==> src/rtl/arith_sequencer.sv <==
// Multi-cycle unsigned arithmetic sequencer: one-cycle add/subtract, and
// multiply/divide that take one operand bit per cycle.
//
// state  | meaning
// IDLE   | waiting for start; operands latched on acceptance
// RUN    | computing; 1 cycle for add/sub/div-by-zero, W cycles for mul/div
// DONE   | result valid, done pulse, start ignored
module arith_sequencer #(
   parameter int W = 4
) (
   input  logic           clk,
   input  logic           rst_n,
   input  logic           start,
   input  logic [1:0]     op,
   input  logic [W-1:0]   a,
   input  logic [W-1:0]   b,
   output logic [2*W-1:0] result,
   output logic           flag,
   output logic           busy,
   output logic           done
);

   localparam int CW = (W > 1) ? $clog2(W) : 1;

   localparam logic [1:0] S_IDLE = 2'd0;
   localparam logic [1:0] S_RUN  = 2'd1;
   localparam logic [1:0] S_DONE = 2'd2;

   localparam logic [1:0] OP_ADD = 2'b00;
   localparam logic [1:0] OP_SUB = 2'b01;
   localparam logic [1:0] OP_MUL = 2'b10;
   localparam logic [1:0] OP_DIV = 2'b11;

   logic [1:0]     state_q, state_d;
   logic [1:0]     op_q, op_d;
   logic [W-1:0]   a_q, a_d;
   logic [W-1:0]   b_q, b_d;
   logic [2*W-1:0] m_q, m_d;
   logic [2*W-1:0] p_q, p_d;
   logic [CW-1:0]  cnt_q, cnt_d;
   logic [2*W-1:0] result_q, result_d;
   logic           flag_q, flag_d;

   logic [W:0]     sum_w;
   logic [W:0]     diff_w;
   logic [2*W-1:0] prod_next;
   logic [W:0]     trial;
   logic [W:0]     trial_sub;
   logic           q_bit;
   logic [W-1:0]   rem_next;
   logic [W-1:0]   quo_next;

   always_comb begin
      sum_w     = {1'b0, a_q} + {1'b0, b_q};
      diff_w    = {1'b0, a_q} + {1'b0, ~b_q} + {{W{1'b0}}, 1'b1};
      prod_next = p_q + (b_q[0] ? m_q : '0);
      // Restoring step: a set bit W in trial_sub means the trial went negative.
      trial     = {p_q[W-1:0], a_q[W-1]};
      trial_sub = trial - {1'b0, b_q};
      q_bit     = ~trial_sub[W];
      rem_next  = q_bit ? trial_sub[W-1:0] : trial[W-1:0];
      quo_next  = {a_q[W-2:0], q_bit};
   end

   always_comb begin
      state_d  = state_q;
      op_d     = op_q;
      a_d      = a_q;
      b_d      = b_q;
      m_d      = m_q;
      p_d      = p_q;
      cnt_d    = cnt_q;
      result_d = result_q;
      flag_d   = flag_q;
      case (state_q)
         S_IDLE: begin
            if (start) begin
               op_d    = op;
               a_d     = a;
               b_d     = b;
               m_d     = {{W{1'b0}}, a};
               p_d     = '0;
               cnt_d   = CW'(W - 1);
               state_d = S_RUN;
            end
         end
         S_RUN: begin
            case (op_q)
               OP_ADD: begin
                  result_d = {{W{1'b0}}, sum_w[W-1:0]};
                  flag_d   = sum_w[W];
                  state_d  = S_DONE;
               end
               OP_SUB: begin
                  result_d = {{W{1'b0}}, diff_w[W-1:0]};
                  flag_d   = ~diff_w[W];
                  state_d  = S_DONE;
               end
               OP_MUL: begin
                  p_d = prod_next;
                  m_d = {m_q[2*W-2:0], 1'b0};
                  b_d = {1'b0, b_q[W-1:1]};
                  if (cnt_q == '0) begin
                     result_d = prod_next;
                     flag_d   = 1'b0;
                     state_d  = S_DONE;
                  end else begin
                     cnt_d = cnt_q - 1'b1;
                  end
               end
               OP_DIV: begin
                  if (b_q == '0) begin
                     result_d = {a_q, {W{1'b1}}};
                     flag_d   = 1'b1;
                     state_d  = S_DONE;
                  end else begin
                     a_d = quo_next;
                     p_d = {{W{1'b0}}, rem_next};
                     if (cnt_q == '0) begin
                        result_d = {rem_next, quo_next};
                        flag_d   = 1'b0;
                        state_d  = S_DONE;
                     end else begin
                        cnt_d = cnt_q - 1'b1;
                     end
                  end
               end
               default: state_d = S_DONE;
            endcase
         end
         S_DONE:  state_d = S_IDLE;
         default: state_d = S_IDLE;
      endcase
   end

   always_ff @(posedge clk or negedge rst_n) begin
      if (!rst_n) begin
         state_q  <= S_IDLE;
         op_q     <= '0;
         a_q      <= '0;
         b_q      <= '0;
         m_q      <= '0;
         p_q      <= '0;
         cnt_q    <= '0;
         result_q <= '0;
         flag_q   <= 1'b0;
      end else begin
         state_q  <= state_d;
         op_q     <= op_d;
         a_q      <= a_d;
         b_q      <= b_d;
         m_q      <= m_d;
         p_q      <= p_d;
         cnt_q    <= cnt_d;
         result_q <= result_d;
         flag_q   <= flag_d;
      end
   end

   assign result = result_q;
   assign flag   = flag_q;
   assign busy   = (state_q != S_IDLE);
   assign done   = (state_q == S_DONE);

endmodule

==> config.mk <==
export PLATFORM = sky130hd
export DESIGN_NAME = arith_sequencer
export DESIGN_NICKNAME = d
export VERILOG_FILES = /design/src/rtl/arith_sequencer.sv
export SDC_FILE = /design/constraint.sdc
export NUM_CORES = 1
export LEC_CHECK = 0
export BUFFER_PORTS_ARGS = -buffer_cell sky130_fd_sc_hd__clkbuf_2
export CORE_MARGIN = 2
export CORE_UTILIZATION = 35
export DETAILED_ROUTE_END_ITERATION = 16
export HOLD_SLACK_MARGIN = 0.03
export SETUP_SLACK_MARGIN = 0.2
export SLEW_MARGIN = 20
export SYNTH_ARGS = -nofsm -noshare
export SYNTH_HDL_FRONTEND = slang
export SYNTH_SLANG_ARGS = --single-unit
==> constraint.sdc <==
create_clock -name clk -period 4.7 [get_ports clk]
set_input_delay 0.47 -clock clk [delete_from_list [all_inputs] [get_ports clk]]
set_output_delay 0.47 -clock clk [all_outputs]
set_load 0.05 [all_outputs]
==> run_results.csv <==
group,metric,value,unit
critical_path,slowest_delay,680,ps
finish,fillers,791,
clocking,cts_buffers,5,
critical_path,crit_path_end_kind,"flip-flop",
die,die_w,93.2,um
finish,syn2layout_area_growth,9.92,%
sta,worstMarginPinSlew,1020,ps
synth,synthXorXnorAreaFrac,3.41,%
drt,vias_per_cell,5.34,
power_and_ir_drop,leakage,1.42,nW
clocking,cts_hold_buf,0,
die,coreArea,7730,um^2
critical_path,worst-path-buf-inv,1,
grt,antenna_found_initial,0,
clocking,cts_resized,0,
drt,drt_pre_antenna_iters,4,
drt,drt-initial-drc-count,246,
finish,utilization,39.7,%
drt,wl_per_cell,16.2,um
finish,postLayoutCellArea,3060,um^2
power_and_ir_drop,power.density,762,nW/um^2
grt,grt_pass1_vias,2301,
sta,drv_slew,0,
synth,synthMuxAreaShare,3.82,%
synth,synth_seq_area_share,35.0,%
die,dieArea,8690,um^2
clocking,cts_htree_levels,2,
critical_path,worst-setup-path-type,"flip-flop to flip-flop",
placed_design,dpl_worst_slack,2070,ps
finish,antenna_cells,0,
critical_path,critPathRequiredTime,4880,ps
sta,setup_ws,2060,ps
synth,async_flop_share,100,%
finish,nets,368,
drt,drc,0,
synth,synth_compound_area_share,21.2,%
grt,grt_max_degree,40,
clocking,cts_buffer_depth,2,
synth,synth_top_family_by_area,"compound AO/OA/AOI/OAI gates",
synth,syn_area,2790,um^2
sta,clock.fmax,378,MHz
critical_path,crit_slowest_cell,"dfrtp_1",
clocking,cts_root_buf,"clkbuf_8",
placed_design,dp_hpwl,5210,um
synth,syn_area_per_cell,8.88,um^2
die,die_h,93.2,um
sta,min_period,2640,ps
clocking,clk_pin_slew,100,ps
critical_path,crit_fanout,14,
synth,ys_ff_latch,39,
synth,postSynthCellCount,314,
synth,ys_warn_count,0,
power_and_ir_drop,max-vdd-ir-drop,0.429,mV
grt,overflow,0,
finish,mostFrequentLayoutCells,"dfrtp_1, nand2_1, nor2_1",
critical_path,start_kind,"flip-flop",
placed_design,port_buffers,23,
critical_path,worstPathArrival,2820,ps
sta,final-hold-violation-count,0,
finish,final_common_cell,"dfrtp_1",
sta,rsz0062_at_grt,"no",
drt,num_vias,2318,
synth,synth.distinct_cells,51,
clocking,cts_tree,"built",
synth,synth-edff-count,0,
clocking,post_cts_buffers,0,
critical_path,crit_chain,"ha_1 -> inv_1 -> fa_1 -> nand3_1 -> nand2_1 -> xnor2_2 -> mux2i_1 -> o211ai_1",
synth,yosys.area_share.simple,19.9,%
synth,synth-adder-area-share,11.8,%
grt,grt_pass1_wl,11900,um
sta,fin_crit_sh,56.3,%
clocking,cts.sinks,39,
status,outcome,"finished clean",
sta,skew,13.1,ps
die,boundaryPins,24,
drt,postRouteAntennaNets,0,
drt,drt_wl_total,7020,um
run,maxCapViolations,0,
placed_design,gp_congestion,0.956,
grt,grt_util_all_layers,17.3,%
die,placement_rows,32,
die,initial_core_util,36.1,%
sta,fin_tns_setup,0,ps
sta,setup_viol_count_final,0,
synth,syn-num-nets,351,
hold_path,hold_class,"input port to asynchronous set/reset pin",
placed_design,dpl_cell_area,2970,um^2
synth,yosys_most_used_dff,"dfrtp_1",
finish,drive_gt1_share,13.0,%
clocking,insertion_delay,310,ps
critical_path,critPathTopFamily,"flip-flops",
sta,relSlewSlack,31.3,%
==> Yosys cell counts (all sizes together), types with 3 or more instances <==
| master | number | area share (%) |
|---|---|---|
| dfrtp | 39 | 35 |
| nand2 | 32 | 4.3 |
| nor2 | 28 | 3.9 |
| a21oi | 23 | 4.3 |
| ha | 20 | 9.0 |
| inv | 18 | 2.4 |
| o21ai | 18 | 3.2 |
| and2 | 14 | 3.2 |
| nand3 | 10 | 1.8 |
| nor2b | 9 | 2.0 |
| xor2 | 8 | 2.5 |
| buf | 7 | 1.4 |
| clkbuf | 7 | 0.94 |
| nand2b | 6 | 1.3 |
| o211ai | 6 | 1.6 |
| a22oi | 5 | 1.3 |
| a31oi | 5 | 1.1 |
| mux2i | 5 | 1.8 |
| o21a | 5 | 1.3 |
| a211oi | 4 | 1.1 |
| a22o | 4 | 1.3 |
| fa | 4 | 2.9 |
| o31ai | 4 | 1.1 |
| mux2 | 3 | 1.2 |
| nand3b | 3 | 0.81 |
| nor3 | 3 | 0.54 |
| o221ai | 3 | 0.94 |
==> state kept, by name, indices dropped and copies added (netlist names) <==
| signal | count |
|---|---|
| p_q | 8 |
| op_q | 2 |
| cnt_q | 2 |
| b_q | 4 |
| state_q | 2 |
| a_q | 4 |
| flag | 1 |
| m_q | 8 |
| result | 8 |
==> layer usage <==
layer,track usage (%),up-vias,wire [um]
li1,-,1140,-
met1,24.9,1093,3390
met2,27.7,81,3190
met3,2.18,4,409
met4,4.17,0,38
met5,0,-,0
==> metrics by stage <==
step           std cells  power [W]  hold slack [ps]
3_5_place_dp         426    0.00208              476
5_1_grt              434    0.00254              359
3_3_place_gp         426    0.00206              459
2_1_floorplan        314    0.00174              174
6_report             434    0.00234              278
4_1_cts              434    0.00234              358
==> power breakdown <==
part	total (W)	switching, W	internal [W]	leakage (nW)
registers	0.000707	0.000239	0.000468	0.483
logic	0.00138	0.000847	0.000533	0.895
clock network	0.000249	0.000142	0.000106	0.0408
total	0.00234	0.00123	0.00111	1.42
==> final timing paths <==
path	start	endpoint	slack, ps	cells past startpoint
min	rst_n	cnt_q[0]	280	1
max reg2reg	b_q[0]	result[7]	2060	8
min in group clk	op[0]	op_q[0]	370	3
min reg2reg	cnt_q[1]	cnt_q[1]	490	1
max in group asynchronous	rst_n	result[5]	3850	1
max	b_q[0]	result[7]	2060	8
==> cell type report <==
| class | count | area (um^2) | area share [%] |
|---|---|---|---|
| multi-input cells | 243 | 1680 | 54.8 |
| flip-flops and latches | 39 | 976 | 31.8 |
| well taps | 102 | 128 | 4.16 |
| repair buffers | 24 | 123 | 4.00 |
| clock buffers | 5 | 68.8 | 2.25 |
| inverters | 18 | 67.6 | 2.20 |
| clock inverters | 3 | 23.8 | 0.776 |
==> kinds of logic (layout without fill, tap and decap cells) <==
group,count (synthesis),after routing
and+or+nand+nor,111,111
AOI/OAI and AO/OA,89,89
DFF,39,39
buffers and inverters,32,50
adders and majority gates,24,24
xor gates and xnor gates,10,10
muxes,9,9
Note: power is estimated with default switching activity, not from simulation.
